**src/rtl/gray_step_decoder.sv**
```systemverilog
// Registered Gray-to-binary decoder with step classification
// (hold / up / down / illegal) and a saturating illegal-step count.
module gray_step_decoder #(
   parameter int WIDTH = 4,
   parameter int ERR_W = 8
) (
   input  logic             clk,
   input  logic             rst,
   input  logic [WIDTH-1:0] gray_in,
   input  logic             in_valid,
   output logic [WIDTH-1:0] bin_out,
   output logic             out_valid,
   output logic             step_up,
   output logic             step_down,
   output logic             step_hold,
   output logic             step_err,
   output logic             first,
   output logic [ERR_W-1:0] err_count
);

   typedef enum logic [2:0] {
      STEP_NONE,
      STEP_HOLD,
      STEP_UP,
      STEP_DOWN,
      STEP_ERR
   } step_e;

   // Prefix XOR from the MSB down: each binary bit is the
   // parity of all Gray bits at and above it.
   function automatic logic [WIDTH-1:0] gray2bin(
      input logic [WIDTH-1:0] g
   );
      logic [WIDTH-1:0] b;
      b = '0;
      b[WIDTH-1] = g[WIDTH-1];
      for (int i = WIDTH - 2; i >= 0; i--) begin
         b[i] = b[i+1] ^ g[i];
      end
      return b;
   endfunction

   // Stage 1 registers
   logic [WIDTH-1:0] s1_gray_q, s1_gray_d;
   logic             s1_valid_q, s1_valid_d;

   // History of the last accepted sample
   logic [WIDTH-1:0] prev_gray_q, prev_gray_d;
   logic [WIDTH-1:0] prev_bin_q, prev_bin_d;
   logic             have_prev_q, have_prev_d;

   // Stage 2 (output) registers
   logic [WIDTH-1:0] bin_q, bin_d;
   logic             out_valid_q, out_valid_d;
   logic             up_q, up_d;
   logic             down_q, down_d;
   logic             hold_q, hold_d;
   logic             err_q, err_d;
   logic             first_q, first_d;
   logic [ERR_W-1:0] err_cnt_q, err_cnt_d;

   // Stage 2 combinational results
   logic [WIDTH-1:0] s1_bin;
   logic [WIDTH-1:0] diff;
   logic [WIDTH-1:0] bin_inc;
   logic [WIDTH-1:0] bin_dec;
   logic             diff_zero;
   logic             diff_single;
   step_e            step;

   // Stage 1 capture: data is only loaded on a valid sample,
   // the valid bit itself tracks in_valid every cycle.
   always_comb begin
      s1_valid_d = in_valid;
      s1_gray_d  = s1_gray_q;
      if (in_valid) begin
         s1_gray_d = gray_in;
      end
   end

   // Decode the stage 1 sample and compare against history.
   always_comb begin
      s1_bin      = gray2bin(s1_gray_q);
      diff        = s1_gray_q ^ prev_gray_q;
      bin_inc     = prev_bin_q + WIDTH'(1);
      bin_dec     = prev_bin_q - WIDTH'(1);
      diff_zero   = (diff == '0);
      diff_single = !diff_zero &&
                    ((diff & (diff - WIDTH'(1))) == '0);
   end

   // Classify the step. A single-bit change that is not a
   // +/-1 binary step (e.g. a jump between distant codes)
   // is treated as illegal so exactly one flag is raised.
   always_comb begin
      step = STEP_NONE;
      if (have_prev_q) begin
         unique case (1'b1)
            diff_zero:
               step = STEP_HOLD;
            diff_single && (s1_bin == bin_inc):
               step = STEP_UP;
            diff_single && (s1_bin == bin_dec):
               step = STEP_DOWN;
            default:
               step = STEP_ERR;
         endcase
      end
   end

   // Next-state for outputs and history; everything other
   // than out_valid holds its value through bubbles.
   always_comb begin
      bin_d       = bin_q;
      out_valid_d = 1'b0;
      up_d        = up_q;
      down_d      = down_q;
      hold_d      = hold_q;
      err_d       = err_q;
      first_d     = first_q;
      err_cnt_d   = err_cnt_q;
      prev_gray_d = prev_gray_q;
      prev_bin_d  = prev_bin_q;
      have_prev_d = have_prev_q;
      if (s1_valid_q) begin
         bin_d       = s1_bin;
         out_valid_d = 1'b1;
         up_d        = (step == STEP_UP);
         down_d      = (step == STEP_DOWN);
         hold_d      = (step == STEP_HOLD);
         err_d       = (step == STEP_ERR);
         first_d     = !have_prev_q;
         prev_gray_d = s1_gray_q;
         prev_bin_d  = s1_bin;
         have_prev_d = 1'b1;
         if ((step == STEP_ERR) && !(&err_cnt_q)) begin
            err_cnt_d = err_cnt_q + ERR_W'(1);
         end
      end
   end

   // Stage 1 flops
   always_ff @(posedge clk or posedge rst) begin
      if (rst) begin
         s1_gray_q  <= '0;
         s1_valid_q <= 1'b0;
      end else begin
         s1_gray_q  <= s1_gray_d;
         s1_valid_q <= s1_valid_d;
      end
   end

   // History flops
   always_ff @(posedge clk or posedge rst) begin
      if (rst) begin
         prev_gray_q <= '0;
         prev_bin_q  <= '0;
         have_prev_q <= 1'b0;
      end else begin
         prev_gray_q <= prev_gray_d;
         prev_bin_q  <= prev_bin_d;
         have_prev_q <= have_prev_d;
      end
   end

   // Output flops
   always_ff @(posedge clk or posedge rst) begin
      if (rst) begin
         bin_q       <= '0;
         out_valid_q <= 1'b0;
         up_q        <= 1'b0;
         down_q      <= 1'b0;
         hold_q      <= 1'b0;
         err_q       <= 1'b0;
         first_q     <= 1'b0;
         err_cnt_q   <= '0;
      end else begin
         bin_q       <= bin_d;
         out_valid_q <= out_valid_d;
         up_q        <= up_d;
         down_q      <= down_d;
         hold_q      <= hold_d;
         err_q       <= err_d;
         first_q     <= first_d;
         err_cnt_q   <= err_cnt_d;
      end
   end

   assign bin_out   = bin_q;
   assign out_valid = out_valid_q;
   assign step_up   = up_q;
   assign step_down = down_q;
   assign step_hold = hold_q;
   assign step_err  = err_q;
   assign first     = first_q;
   assign err_count = err_cnt_q;

endmodule

```
**config.mk**
```make
export PLATFORM = sky130hd
export DESIGN_NAME = gray_step_decoder
export DESIGN_NICKNAME = d
export VERILOG_FILES = /design/src/rtl/gray_step_decoder.sv
export SDC_FILE = /design/constraint.sdc
export NUM_CORES = 1
export LEC_CHECK = 0
export ABC_AREA = 1
export BUFFER_PORTS_ARGS = -buffer_cell sky130_fd_sc_hd__buf_2
export CAP_MARGIN = 30
export CORE_MARGIN = 2
export CORE_UTILIZATION = 45
export CTS_CLUSTER_DIAMETER = 150
export DETAILED_ROUTE_END_ITERATION = 12
export PLACE_DENSITY = 0.68
export SLEW_MARGIN = 0
export SYNTH_ARGS = -nofsm -noshare
export SYNTH_HDL_FRONTEND = slang
export SYNTH_SLANG_ARGS = --single-unit
```
**constraint.sdc**
```tcl
create_clock -name clk -period 1.7 [get_ports clk]
set_input_delay 0.34 -clock clk [delete_from_list [all_inputs] [get_ports clk]]
set_output_delay 0.34 -clock clk [all_outputs]
set_load 0.005 [all_outputs]
```
* After elaboration in Yosys (flattened, before gate mapping) *
Cells that the tools add are included.

word-level totals
  logic and storage cells = 41
  input port bits = 7
  flip-flop bits (word level) = 28

cells by class
  mux-type cells = 3
  bitwise logic cells = 5
  reductions and logical operators = 11
  eq/ne operators = 6
  $add $sub $neg = 4

operator list
  kind                 count
  $pmux 3 s3           1
  $add 8x1->8 const B  1
  $eq 4x4->1           2
  $logic_not 4->1      2
  $reduce_and 8->1     1
  $sub 4x1->4 const B  2
  $eq 3x2->1 const B   2
  $add 4x1->4 const B  1
  $and 4x4->4          1
  $logic_and 1x1->1    4
  $xor 4x4->4          1
  $eq 3x1->1 const B   1
  $eq 3x3->1 const B   1
  $logic_not 1->1      3
  $mux 3               1
  $xor 1x1->1          3
  $reduce_and 2->1     1
  $mux 1               1

* Depth between registers and ports, before layout *
Gate-level depths: netlist of run 1.

  depth after elaboration = 11
  mapped depth = 14
  mapped depth without buffers = 14

* Worst setup path after synthesis of run 1 *
Ideal clock, no wire load.

  kind = flip-flop to flip-flop
  from = reg bin_out[0] (netlist name)
  to = reg err_cnt_q[4] (netlist: err_count[4])
  slack = -0.022 ns
  arrival = 1.657 ns
  period minus slack after synthesis = 1.722 ns
  data required time = 1.635 ns
  stages on the path, launching flop included = 14
  library setup time = 0.065 ns
  buffers on the path = 0
  path through = dfrtp_1 inv_1 ha_1 xnor2_1 nand2_1 nand2_1 nand2_1 nor2_2 nand3_4 nand2_4 inv_2 nand3_4 nand2_1 nand2_1

RTL lines
  item                  RTL line  source
  to (signal assigned)  185       err_cnt_q <= err_cnt_d;
  to (decl)             60        logic [ERR_W-1:0] err_cnt_q, err_cnt_d;

==> metrics.md, run 1 <==
| Metric | Value |
|---|---|
| Path type of the worst min-delay path | `input port to async pin` |
| Main synth FF type | `sky130_fd_sc_hd__dfrtp_1` |
| R2R depth | `10` |
| Number of iterations in the first detailed-routing pass | `4` |
| Ranking of synthesized cells by instance count | `sky130_fd_sc_hd__nand2_1, sky130_fd_sc_hd__dfrtp_1, sky130_fd_sc_hd__o21ai_0, sky130_fd_sc_hd__inv_1, sky130_fd_sc_hd__nand3_1` |
| Height of the die | `approximately 65 microns` |
| Synthesis warning total | `0` |
| Worst-path fanout max | `8` |
| Place WS | `-0.0129 ns` |
| Starting Density | `0.464` |
| Slack of the worst reg-to-reg path | `-0.03 ns` |
| Proportion of layout cells with a drive suffix above 1 | `0.365` |
| Antenna fix cells | `0` |
| Synthesized area | `between 1500 and 2000 sq um` |
| Endpoints failing setup | `8` |
| CTS clock-pin slew for the worst setup and hold paths | `0.10 ns` |
| Post-synthesis mux area share | `0` |
| Cell area power density | `approximately 1000 nW/um^2` |
| Level count of the clock H-tree | `1` |
| Share of the synthesized area in compound gates (AO/OA/AOI/OAI) | `0.0471` |
| Vias in the first global route | `1,285` |
| Adder-cell area share of the yosys netlist | `0.0224` |
| Placement-stage cell area | `~1900 sq um` |
| Maximum clock frequency | `around 580 MHz` |
| Area growth from synthesis to layout | `22.4%` |
| Unrepaired setup endpoints after global routing | `yes` |
| Clock tree root driver cell | `sky130_fd_sc_hd__clkbuf_8` |
| Final wirelength | `3200 microns` |
| Max Slew Vio Count | `0` |
| Number of nets still failing antenna checks after routing | `0` |
| Classification of the worst setup path | `register to register` |
| Layout Cells excl Fill | `about 300` |
| Number of buffers on the longest clock path | `2` |
| Power after layout | `2.05 mW` |
| DR DRC count | `0` |
| Share of the yosys chip area belonging to registers | `0.404` |
| Top cell type's share of synthesized area | `0.404` |
| Insertion delay to the later sink of the worst-skew pair | `0.28 ns` |
| Number of distinct library cells after synthesis | `26` |
| Biggest area consumer among synthesized cells | `sky130_fd_sc_hd__dfrtp_1` |
| Final core utilization | `0.568` |
| Largest net degree at the start of global routing | `28` |
| Outcome | `complete, but fails checks` |
| Number of buffers created by CTS | `3` |
| Setup clock skew after layout | `slightly above 0.005 ns` |
| Rows | `22` |
| Worst Path Required | `1.87 ns` |
| Transition time of the tightest slew-check pin | `about 0.34 ns` |
| Headroom to the max-slew limit | `0.774` |
| Xor/xnor share of the synthesized area | `0.0628` |
| GRT Resource Usage Total | `0.174` |
| R2R Path Start | `bin_out[0]` |
| Count of vias placed by the detailed router | `approximately 1.4k` |
| Area share of and/or/nand/nor cells after synthesis | `0.407` |
| Nets@finish | `between 200 and 300` |
| Final-report hold violation count | `0` |
| Count leader, synth | `sky130_fd_sc_hd__nand2_1` |
| Initial antenna violation count | `0` |
| Die width | `65.0 microns` |
| Critical path endpoint category | `register` |
| Failing checks | `negative setup slack` |
| Dominant combinational cell family by area after synthesis | `simple AND/OR/NAND/NOR gates` |
| Largest cells by area after synthesis | `sky130_fd_sc_hd__dfrtp_1, sky130_fd_sc_hd__nand2_1, sky130_fd_sc_hd__nand2_4, sky130_fd_sc_hd__o21ai_0, sky130_fd_sc_hd__xnor2_1` |
| Via density per instance | `roughly 4.7` |
| Minimum period implied by the final worst setup slack | `~1.7 ns` |
| Reported max-cap violation count | `0` |
| TritonCTS clock tree | `yes` |
| Finished Cell Area | `between 2000 and 2500 sq um` |
| Count of pins on the block boundary | `25` |
| Worst voltage drop across the vdd grid | `0.518 mV` |
| FF-to-FF End | `err_count[6]` |
| Placed cells | `approximately 290` |
| Global-route congestion overflow total | `0` |
| IO buf count | `24` |
| Filler instances | `344` |
| Arrival time of the worst setup path | `about 1.9 ns` |
| Full die area | `4220 sq um` |
| Post-synthesis instance total | `212` |
| Fraction of the cycle the final worst path needs | `1.02` |
| Post-DR wirelength/cell | `about 11 microns` |
| Static leakage | `1.07 nW` |
| Post-synth EDFFs | `0` |
| Final setup slack of the worst path | `-0.0265 ns` |
| GPL Wtd Cong | `a little over 0.8` |
| Post-Syn Area per Cell | `around 7.9 sq um` |
| # clock sinks | `27` |
| Ys async rst share | `1.00` |
| Core footprint | `3610 sq um` |
| Crit path launch type | `register` |
| Detailed Route Iter0 Violations | `62` |
| Estimated wirelength of the detail-placed design | `~2400 microns` |
| Register bit total from synthesis | `27` |
| Wire length of the first global-routing pass | `approximately 5800 microns` |
| Synthesized netlist net count | `between 200 and 250` |
==> power by group <==
part	internal, mW	switching (mW)
Sequential	0.741	0.121
Clock	0.167	0.213
Combinational	0.354	0.459
Total	1.26	0.793
==> registers in the layout, summed over array words and instances, names as in the netlist <==
name,count
step_down,1
err_count,8
s1_valid_q,1
prev_gray_q,4
step_err,1
out_valid,1
bin_out,3
first,1
step_hold,1
step_up,1
s1_gray_q,4
have_prev_q,1
==> per-layer routing <==
layer | GRT usage | share of wire | vias up
met5 | 0 | 0 | -
met4 | 0.0399 | 0.010 | 0
met3 | 0.0260 | 0.033 | 2
met2 | 0.269 | 0.47 | 18
met1 | 0.255 | 0.49 | 634
li1 | - | - | 736
==> cell families after synthesis <==
group / count (synthesis)
AND/OR/NAND/NOR: 131
flip-flops: 27
buffers and inverters: 24
AO/OA/AOI/OAI: 15
XOR/XNOR: 12
adder cells (fa/ha/maj): 3
==> metrics by stage <==
step | hold slack (ns) | setup TNS (ns)
3_3_place_gp | 0.419 | 0
2_1_floorplan | 0.371 | 0
4_1_cts | 0.114 | 0
3_5_place_dp | 0.421 | -0.0524
6_report | 0.0999 | -0.103
5_1_grt | 0.165 | -1.31
==> how the worst max path moves through the flow <==
stage / endpoint / cells past startpoint / start / slack (ns)
6_report: err_count[6] / 10 / bin_out[0] / -0.03
5_1_grt: err_count[4] / 10 / bin_out[0] / -0.15
4_1_cts: err_count[2] / 13 / bin_out[0] / 0.01
3_5_place_dp: err_count[0] / 10 / bin_out[1] / -0.01
3_3_place_gp: err_count[0] / 10 / bin_out[0] / 0.03
2_1_floorplan: err_count[4] / 13 / bin_out[0] / 0.03
==> worst max-delay path, stage by stage, from the launching register on <==
cell                      delay (ns)
sky130_fd_sc_hd__dfrtp_2        0.43
sky130_fd_sc_hd__ha_2           0.21
sky130_fd_sc_hd__xor2_1         0.15
sky130_fd_sc_hd__nand2_1        0.08
sky130_fd_sc_hd__nand2_1        0.06
sky130_fd_sc_hd__nor2_2         0.14
sky130_fd_sc_hd__nand3_2        0.15
sky130_fd_sc_hd__o21ai_4        0.18
sky130_fd_sc_hd__nor2_4         0.09
sky130_fd_sc_hd__nand3_1        0.08
sky130_fd_sc_hd__nand2_1        0.06
==> placed cells by master, fill, tap and decap left out, drive strengths merged <==
cell type / netlist / routed
nand3b: 2 / 2
a21oi: 1 / 1
nand4: 3 / 3
ha: 3 / 3
nand2: 94 / 94
xnor2: 7 / 7
buf: 2 / 36
clkbuf: 1 / 3
or2: 1 / 1
nor2: 12 / 12
clkinv: 1 / 1
inv: 20 / 20
dfrtp: 27 / 27
o21ai: 14 / 14
nand3: 19 / 19
clkinvlp: 0 / 1
xor2: 5 / 5
==> final cells by class <==
cell class	instances	area, sq um	area share
multi-input combinational	161	966	0.471
timing repair buffer	36	210	0.103
tap	48	60.1	0.0293
clock inverter	1	7.51	0.00366
clock buffer	3	41.3	0.0201
inverter	21	83.8	0.0409
sequential	27	681	0.332
==> repair_timing <==
item / CTS / global route
hold buffers: 0 / 0
pin swaps: 2 / 8
gates resized for setup: 4 / 17
cloned: 0 / 0
setup endpoints to repair: 8 / 11
hold endpoints to repair: 0 / 0
buffers inserted: 2 / 0
No activity file was read; power rests on OpenSTA's default activity.
==> inputs of run 2 (changes only) <==
--- a/config.mk
+++ b/config.mk
@@ -8,7 +8,7 @@
 export ABC_AREA = 1
 export BUFFER_PORTS_ARGS = -buffer_cell sky130_fd_sc_hd__buf_2
 export CAP_MARGIN = 30
-export CORE_MARGIN = 2
+export CORE_ASPECT_RATIO = 0.75
 export CORE_UTILIZATION = 45
 export CTS_CLUSTER_DIAMETER = 150
 export DETAILED_ROUTE_END_ITERATION = 12
==> metrics.md, run 2 (synthesis results as in run 1) <==
| Metric | Value |
|---|---|
| Outcome | `complete, but fails checks (unchanged)` |
| Failing checks | `negative setup slack (unchanged)` |
| Die width | `72.4 microns (was 65.0 microns)` |
| Final wirelength | `3450 microns (was 3200 microns)` |
| Worst-path fanout max | `8 (unchanged)` |
| Wire length of the first global-routing pass | `5600 microns (was 5780 microns)` |
| TritonCTS clock tree | `yes (unchanged)` |
| Worst Path Required | `1.87 ns (about the same)` |
| Full die area | `3970 sq um (was 4220 sq um)` |
| Post-DR wirelength/cell | `11.4 microns (was 10.8 microns)` |
| Power after layout | `2.10 mW (was 2.05 mW)` |
| Static leakage | `1.11 nW (was 1.07 nW)` |
| Path type of the worst min-delay path | `input port to async pin (unchanged)` |
| Largest net degree at the start of global routing | `28 (unchanged)` |
| Clock tree root driver cell | `sky130_fd_sc_hd__clkbuf_8 (unchanged)` |
| Critical path endpoint category | `register (unchanged)` |
| Placed cells | `292 (was 291)` |
| Worst voltage drop across the vdd grid | `0.578 mV (was 0.518 mV)` |
| Number of nets still failing antenna checks after routing | `0 (unchanged)` |
| Max Slew Vio Count | `0 (unchanged)` |
| Maximum clock frequency | `574 MHz (was 579 MHz)` |
| # clock sinks | `27 (unchanged)` |
| Detailed Route Iter0 Violations | `58 (was 62)` |
| Final-report hold violation count | `0 (unchanged)` |
| Proportion of layout cells with a drive suffix above 1 | `0.419 (was 0.365)` |
| P_sw | `0.818 mW (was 0.793 mW)` |
| Initial antenna violation count | `0 (unchanged)` |
| Layout Cells excl Fill | `303 (was 297)` |
| Final setup slack of the worst path | `-0.0429 ns (was -0.0265 ns)` |
| Headroom to the max-slew limit | `0.769 (was 0.774)` |
| Rows | `18 (was 22)` |
| Level count of the clock H-tree | `1 (unchanged)` |
| Endpoints failing setup | `9 (was 8)` |
| Place WS | `-0.0305 ns (was -0.0129 ns)` |
| Insertion delay to the later sink of the worst-skew pair | `0.27 ns (was 0.28 ns)` |
| Cell-internal power | `1.28 mW (was 1.26 mW)` |
| Transition time of the tightest slew-check pin | `0.347 ns (was 0.339 ns)` |
| GPL Wtd Cong | `0.864 (was 0.818)` |
| Antenna fix cells | `0 (unchanged)` |
| Worst slack on hold paths | `0.107 ns (was 0.0999 ns)` |
| Largest register FFs | `8 (unchanged)` |
| DR DRC count | `0 (unchanged)` |
| Number of iterations in the first detailed-routing pass | `4 (unchanged)` |
| GRT Resource Usage Total | `0.192 (was 0.174)` |
| Reported max-cap violation count | `0 (unchanged)` |
| Area growth from synthesis to layout | `27.7% (was 22.4%)` |
| Cell area power density | `982 nW/um^2 (was 1000 nW/um^2)` |
| Most used cells in the layout excluding fill and tap cells | `sky130_fd_sc_hd__nand2_1, sky130_fd_sc_hd__buf_2, sky130_fd_sc_hd__dfrtp_1 (unchanged)` |
| Sequential share of power | `0.414 (was 0.419)` |
| Minimum period implied by the final worst setup slack | `1.74 ns (was 1.73 ns)` |
| Unrepaired setup endpoints after global routing | `yes (unchanged)` |
| Count of pins on the block boundary | `25 (unchanged)` |
| Vias in the first global route | `1,207 (was 1,285)` |
| Switching power as a share of total power | `0.390 (was 0.386)` |
| Classification of the worst setup path | `register to register (unchanged)` |
| Setup clock skew after layout | `0.00209 ns (was 0.00518 ns)` |
| Fraction of the cycle the final worst path needs | `1.03 (was 1.02)` |
| CTS clock-pin slew for the worst setup and hold paths | `0.09 ns (was 0.10 ns)` |
| Via density per instance | `4.58 (was 4.68)` |
| Hold-fix buffers, CTS | `0 (unchanged)` |
| Arrival time of the worst setup path | `1.91 ns (was 1.90 ns)` |
| Count of vias placed by the detailed router | `1,387 (was 1,390)` |
| Number of buffers created by CTS | `3 (unchanged)` |
| Nets@finish | `264 (was 260)` |
| Number of buffers on the longest clock path | `2 (unchanged)` |
| Core footprint | `3420 sq um (was 3610 sq um)` |
| Crit path launch type | `register (unchanged)` |
| Height of the die | `54.8 microns (was 65.0 microns)` |
| Leading cell type in the layout, fill and taps excluded | `sky130_fd_sc_hd__nand2_1 (unchanged)` |
| Global-route congestion overflow total | `0 (unchanged)` |
| IO buf count | `24 (unchanged)` |
| Estimated wirelength of the detail-placed design | `2490 microns (was 2380 microns)` |
| Starting Density | `0.489 (was 0.464)` |
| Clock network fraction of design power | `0.175 (was 0.185)` |
| Relative contribution of combinational cells to total power | `0.411 (was 0.396)` |
-- run 2: worst paths after layout --
kind / startpoint / end / slack [ns] / cells past startpoint
setup / recovery: s1_gray_q[3] / err_count[0] / -0.04 / 10
hold / removal: rst / have_prev_q / 0.11 / 3
setup reg to reg: s1_gray_q[3] / err_count[0] / -0.04 / 10
hold reg to reg: have_prev_q / have_prev_q / 0.48 / 1
max in group asynchronous: rst / bin_out[2] / 1.32 / 3
min in group clk: in_valid / s1_valid_q / 0.26 / 1
-- run 2: what timing repair did --
item,4_1_cts,5_1_grt
resized for setup,15,23
pin swaps,10,17
setup endpoints to repair,8,11
setup buffers,2,5
-- run 2: final cells by class --
cell class / count / area (sq um)
fill: 326 / 1280
multi-input combinational: 161 / 1020
clock buffer: 3 / 41.3
timing repair buffer: 40 / 240
inverter: 21 / 86.3
tap: 50 / 62.6
clock inverter: 1 / 5.00
sequential: 27 / 682
-- run 2: power by group through the flow --
| stage | clock, mW | sequential (mW) | combinational [mW] |
|---|---|---|---|
| after detailed placement | 0 | 0.874 | 0.727 |
| after floorplan | 0 | 0.862 | 0.515 |
| after global routing | 0.403 | 0.888 | 0.973 |
| after global placement | 0 | 0.870 | 0.719 |
| after CTS | 0.387 | 0.864 | 0.780 |
| final | 0.368 | 0.869 | 0.863 |
-- run 2: metrics by stage --
stage          setup TNS [ns]  area (sq um)   util
2_1_floorplan               0          1680      -
3_3_place_gp                0          1910  0.558
3_5_place_dp           -0.129          1910  0.558
4_1_cts               -0.0685          2020  0.591
5_1_grt                 -1.49          2140  0.625
6_report               -0.246          2140  0.625
-- run 2: metal layers --
| layer | vias to the layer above | part of all wire | global-route usage | wire length (microns) |
|---|---|---|---|---|
| met3 | 2 | 0.032 | 0.0442 | 111 |
| met5 | - | 0 | 0 | 0 |
| li1 | 746 | - | - | - |
| met4 | 0 | 0.0078 | 0.0523 | 27 |
| met2 | 27 | 0.42 | 0.277 | 1450 |
| met1 | 612 | 0.54 | 0.284 | 1860 |
-- run 2: worst max-delay path: stages (launching register included) --
cell and delay, ns:
sky130_fd_sc_hd__dfrtp_2 0.46, sky130_fd_sc_hd__buf_4 0.15, sky130_fd_sc_hd__nand2_1 0.07, sky130_fd_sc_hd__nand2_2 0.08, sky130_fd_sc_hd__xor2_2 0.15, sky130_fd_sc_hd__nor2_2 0.19, sky130_fd_sc_hd__nand3_4 0.13, sky130_fd_sc_hd__o21ai_4 0.18
sky130_fd_sc_hd__nor2_4 0.08, sky130_fd_sc_hd__nand3_1 0.07, sky130_fd_sc_hd__nand2_1 0.07
